File: config.mk
export PLATFORM = sky130hd
export DESIGN_NAME = down_counter
export DESIGN_NICKNAME = d
export VERILOG_FILES = /design/src/rtl/counter_pkg.sv /design/src/rtl/down_counter.sv
export SDC_FILE = /design/constraint.sdc
export NUM_CORES = 1
export LEC_CHECK = 0
export CAP_MARGIN = 25
export CORE_MARGIN = 8
export CORE_UTILIZATION = 48
export CTS_CLUSTER_SIZE = 24
export DETAILED_ROUTE_END_ITERATION = 8
export PLACE_DENSITY = 0.79
export SLEW_MARGIN = 40
export SYNTH_ARGS = -nofsm -noshare
export SYNTH_HDL_FRONTEND = slang
export SYNTH_SLANG_ARGS = --single-unit
File: constraint.sdc
create_clock -name clk -period 3.9 [get_ports clk]
set_input_delay 0.585 -clock clk [delete_from_list [all_inputs] [get_ports clk]]
set_output_delay 0.585 -clock clk [all_outputs]
set_load 0.02 [all_outputs]
File: src/rtl/counter_pkg.sv
// Shared definitions for the up_counter / down_counter pair:
// FSM state encoding and the default counter width.
package counter_pkg;

  localparam int CNT_WIDTH = 8;

  typedef enum logic [1:0] {
    IDLE    = 2'd0,
    RUN     = 2'd1,
    EXPIRED = 2'd2
  } cnt_state_t;

endpackage

File: src/rtl/down_counter.sv
// Loadable down-counter / interval timer with a one-cycle terminal-count pulse.
// Define DOWN_COUNTER_RELOAD_EN to auto-reload from the last loaded value instead of stopping.
module down_counter
  import counter_pkg::*;
#(
  parameter int WIDTH = CNT_WIDTH
) (
  input  logic             clk,
  input  logic             rst,
  input  logic             en,
  input  logic             load,
  input  logic [WIDTH-1:0] load_val,
  output logic [WIDTH-1:0] count,
  output logic             zero,
  output logic             tc,
  output logic             busy
);

`ifdef DOWN_COUNTER_RELOAD_EN
  localparam bit RELOAD_EN = 1'b1;
`else
  localparam bit RELOAD_EN = 1'b0;
`endif

  cnt_state_t       r_state;
  logic [WIDTH-1:0] r_count;
  logic [WIDTH-1:0] r_reload;
  logic             r_tc;

  always_ff @(posedge clk or negedge rst) begin
    if (!rst) begin
      r_state  <= IDLE;
      r_count  <= '0;
      r_reload <= '0;
      r_tc     <= 1'b0;
    end else begin
      r_tc <= 1'b0;
      if (load) begin
        r_count  <= load_val;
        r_reload <= load_val;
        r_state  <= (load_val != '0) ? RUN : EXPIRED;
      end else begin
        case (r_state)
          RUN: begin
            if (en) begin
              if (r_count > WIDTH'(1)) begin
                r_count <= r_count - WIDTH'(1);
              end else if (r_count == WIDTH'(1)) begin
                r_count <= '0;
                r_tc    <= 1'b1;
                r_state <= RELOAD_EN ? RUN : EXPIRED;
              end else if (RELOAD_EN && (r_reload != '0)) begin
                // count already 0: start the next period
                r_count <= r_reload;
              end else begin
                r_state <= EXPIRED;
              end
            end
          end
          EXPIRED: r_count <= '0;
          default: r_state <= IDLE;
        endcase
      end
    end
  end

  assign count = r_count;
  assign zero  = (r_count == '0);
  assign tc    = r_tc;
  assign busy  = (r_state == RUN);

endmodule

==> metrics.md <==
| Metric | Value |
|---|---|
| Status | `finished, final reports clean` |
| CP Capture Type | `primary output` |
| Vias in the first global route | `between 700 and 800` |
| Post-synth top flop | `dfrtp_1` |
| Count of final setup violators | `0` |
| CTS max path bufs | `2` |
| Starting density of the core | `0.502` |
| Cells after Synth | `82` |
| Worst Hold Class | `reg -> reg` |
| Post-synth cell types | `37` |
| GPL Wtd Cong | `0.838` |
| Core Util, Final | `0.672` |
| Slowest cell delay on critical path | `0.61 ns` |
| Crit path time final | `2.84 ns` |
| CTS H-tree depth | `1` |
| Syn_nets | `97` |
| Syn_area_per_cell | `slightly above 9 µm²` |
| Register area share after synthesis | `0.369` |
| Critical-path cell list | `or4_4 > nor3_1 > and2_1 > clkdlybuf4s50_1` |
| CP Launch Type | `flop` |
| Clk sinks | `11` |
| Setup TNS | `0 ns` |
| Synth Cell Area | `747 µm²` |
| Hold Vio Cnt, Final | `0` |
| Post-DP HPWL | `approximately 1600 µm` |
| Max_slew headroom | `0.590` |
| DR iter-0 viols | `33` |
| First-pass GRT wire length | `about 3500 µm` |
| Critical path peak fanout | `8` |
| PD cells | `409 nW/µm²` |
| Placed Area | `slightly below 1000 µm²` |
| Area of the die | `3070 µm²` |
| Worst vdd ir | `0.000224 V` |
| Fmax | `roughly 0.35 GHz` |
| CTS Root Cell | `clkbuf_4` |
| CP max stage cell | `clkdlybuf4s50_1` |
| CP arrival | `between 2 and 2.5 ns` |
| Yosys warns | `0` |
| Area of the multi-input gates | `about 430 µm²` |
| Clock latency on the worst-skew pair | `0.27 ns` |
| Inserted Clock Buffers | `3` |
| Io pins | `23` |
| Max Clock Skew | `0.00182 ns` |
| Max_cap viols | `0` |
| Total track usage | `0.132` |
| RSZ-0062 raised after global routing | `false` |
| Worst slew pin tran | `0.609 ns` |
| Clk slew on worst S/H paths | `around 0.08 ns` |
| Final wirelength | `around 2100 µm` |
| DRC viols | `0` |
| Vias after detailed routing | `770` |
| # diodes | `0` |
| Flops & latches, synth | `11` |
| Routed vias/inst | `6.36` |
| Die outline width | `55.5 µm` |
| Tcrit/Tclk final | `0.729` |
| Die height | `55.5 µm` |
| Drt pass-1 iters | `4` |
| Max Slew Vio Count | `0` |
| WL per Instance | `17.1 µm` |
| Post-synth ARST share | `1.00` |
| Required time of the critical path | `3.31 ns` |
| Final instance area | `around 1000 µm²` |
| Initial antenna violation count | `0` |
| Post CTS Setup Buffer Count | `0` |
| Cts repair resizes | `0` |
| Fin nets | `between 100 and 150` |
| Port Buf Inserts | `22` |
| Layout area overhead | `34.0%` |
| TritonCTS clock tree | `built` |
| Rows | `14` |
| Hold buffers post-CTS | `0` |
| Total core area | `approximately 1500 µm²` |
| Largest net degree at the start of global routing | `15` |
| Filler cells | `118` |
| WS Path Type | `reg -> out` |
| Reg area | `~280 µm²` |
| Layout cells sized above 1 | `0.114` |
| DRT antenna net count | `0` |
| Leak Pwr | `0.402 nW` |
| Post-synth EDFFs | `0` |
| Grt ovf | `0` |
per-stage QoR:
| step | hold slack, ns | worst slack, ns | cells | power (mW) |
|---|---|---|---|---|
| 2_1_floorplan | 0.289 | 1.45 | 82 | 0.255 |
| 3_3_place_gp | 0.561 | 1.36 | 117 | 0.324 |
| 3_5_place_dp | 0.576 | 1.31 | 117 | 0.327 |
| 4_1_cts | 0.592 | 1.06 | 121 | 0.408 |
| 5_1_grt | 0.613 | 0.963 | 121 | 0.435 |
| 6_report | 0.585 | 1.06 | 121 | 0.409 |
state kept, by name, summed over array words and instances, names as in the netlist:
signal / cells
tc: 1
r_state: 2
count: 8
cell usage in the layout (no fill, tap or decap), types with 2 or more instances in the layout:
| cell | netlist | layout |
|---|---|---|
| dfrtp_1 | 11 | 11 |
| a21oi_1 | 3 | 3 |
| buf_4 | 0 | 2 |
| nand2_1 | 7 | 7 |
| nand3b_1 | 2 | 2 |
| a31o_2 | 2 | 2 |
| nor3_1 | 2 | 2 |
| nand3_1 | 2 | 2 |
| nor2_1 | 5 | 5 |
| o41ai_1 | 2 | 2 |
| clkbuf_4 | 0 | 3 |
| nor4_1 | 3 | 3 |
| o21ai_0 | 2 | 2 |
| and2_1 | 2 | 2 |
| o211ai_1 | 4 | 4 |
| a32oi_1 | 3 | 3 |
| nand4_1 | 2 | 2 |
| inv_1 | 5 | 5 |
| ha_1 | 3 | 3 |
| clkdlybuf4s50_1 | 0 | 22 |
report_power, final:
group          internal [mW]  switching [mW]
registers              0.131          0.0263
clock network         0.0396          0.0438
logic                 0.0815          0.0875
total                  0.252           0.157
cells by family (layout without fill, tap and decap cells):
family	after synthesis	in the layout	share of synthesized area
buf+inv	10	33	0.0620
flops	11	11	0.369
mux	2	2	0.0285
compound gates	21	21	0.214
simple gates	35	35	0.276
fa+ha+maj	3	3	0.0503
Yosys cell counts (3+ instances only):
cell type / count / area, µm²
clkbuf_1: 3 / 11.3
dfrtp_1: 11 / 275
nor2_1: 5 / 18.8
inv_1: 5 / 18.8
a32oi_1: 3 / 26.3
ha_1: 3 / 37.5
nand2_1: 7 / 26.3
nor4_1: 3 / 18.8
a21oi_1: 3 / 15.0
o211ai_1: 4 / 30.0
worst paths after layout:
| check | startpoint | end | slack [ns] | cells past startpoint |
|---|---|---|---|---|
| setup reg to reg | count[0]$_DFFE_PN0P_ | count[1]$_DFFE_PN0P_ | 1.26 | 6 |
| setup / recovery | count[4]$_DFFE_PN0P_ | zero | 1.06 | 4 |
| min in group asynchronous | rst | count[5]$_DFFE_PN0P_ | 0.66 | 1 |
| hold reg to reg | count[6]$_DFFE_PN0P_ | count[6]$_DFFE_PN0P_ | 0.58 | 1 |
| max in group asynchronous | rst | count[2]$_DFFE_PN0P_ | 2.89 | 1 |
| hold / removal | count[6]$_DFFE_PN0P_ | count[6]$_DFFE_PN0P_ | 0.58 | 1 |
worst max-delay path, delay by kind of cell (launching register included):
family        cells  cell delay (ns)
buf+inv           1             0.61
flops             1             0.46
simple gates      3             0.91
layout make-up:
| class | instances | area share |
|---|---|---|
| Sequential cell | 11 | 0.275 |
| Multi-Input combinational cell | 61 | 0.425 |
| Inverter | 5 | 0.0188 |
| Timing Repair Buffer | 24 | 0.235 |
| Tap cell | 16 | 0.0200 |
| Clock buffer | 4 | 0.0263 |
per-layer routing:
metal / vias to the layer above / GRT usage / wire length, µm / part of all wire
li1: 361 / - / - / -
met1: 373 / 0.162 / 880 / 0.43
met2: 32 / 0.207 / 989 / 0.48
met3: 4 / 0.0479 / 181 / 0.088
met4: 0 / 0.0458 / 13 / 0.0063
met5: - / 0 / 0 / 0
Note: power is estimated with default switching activity, not from simulation.
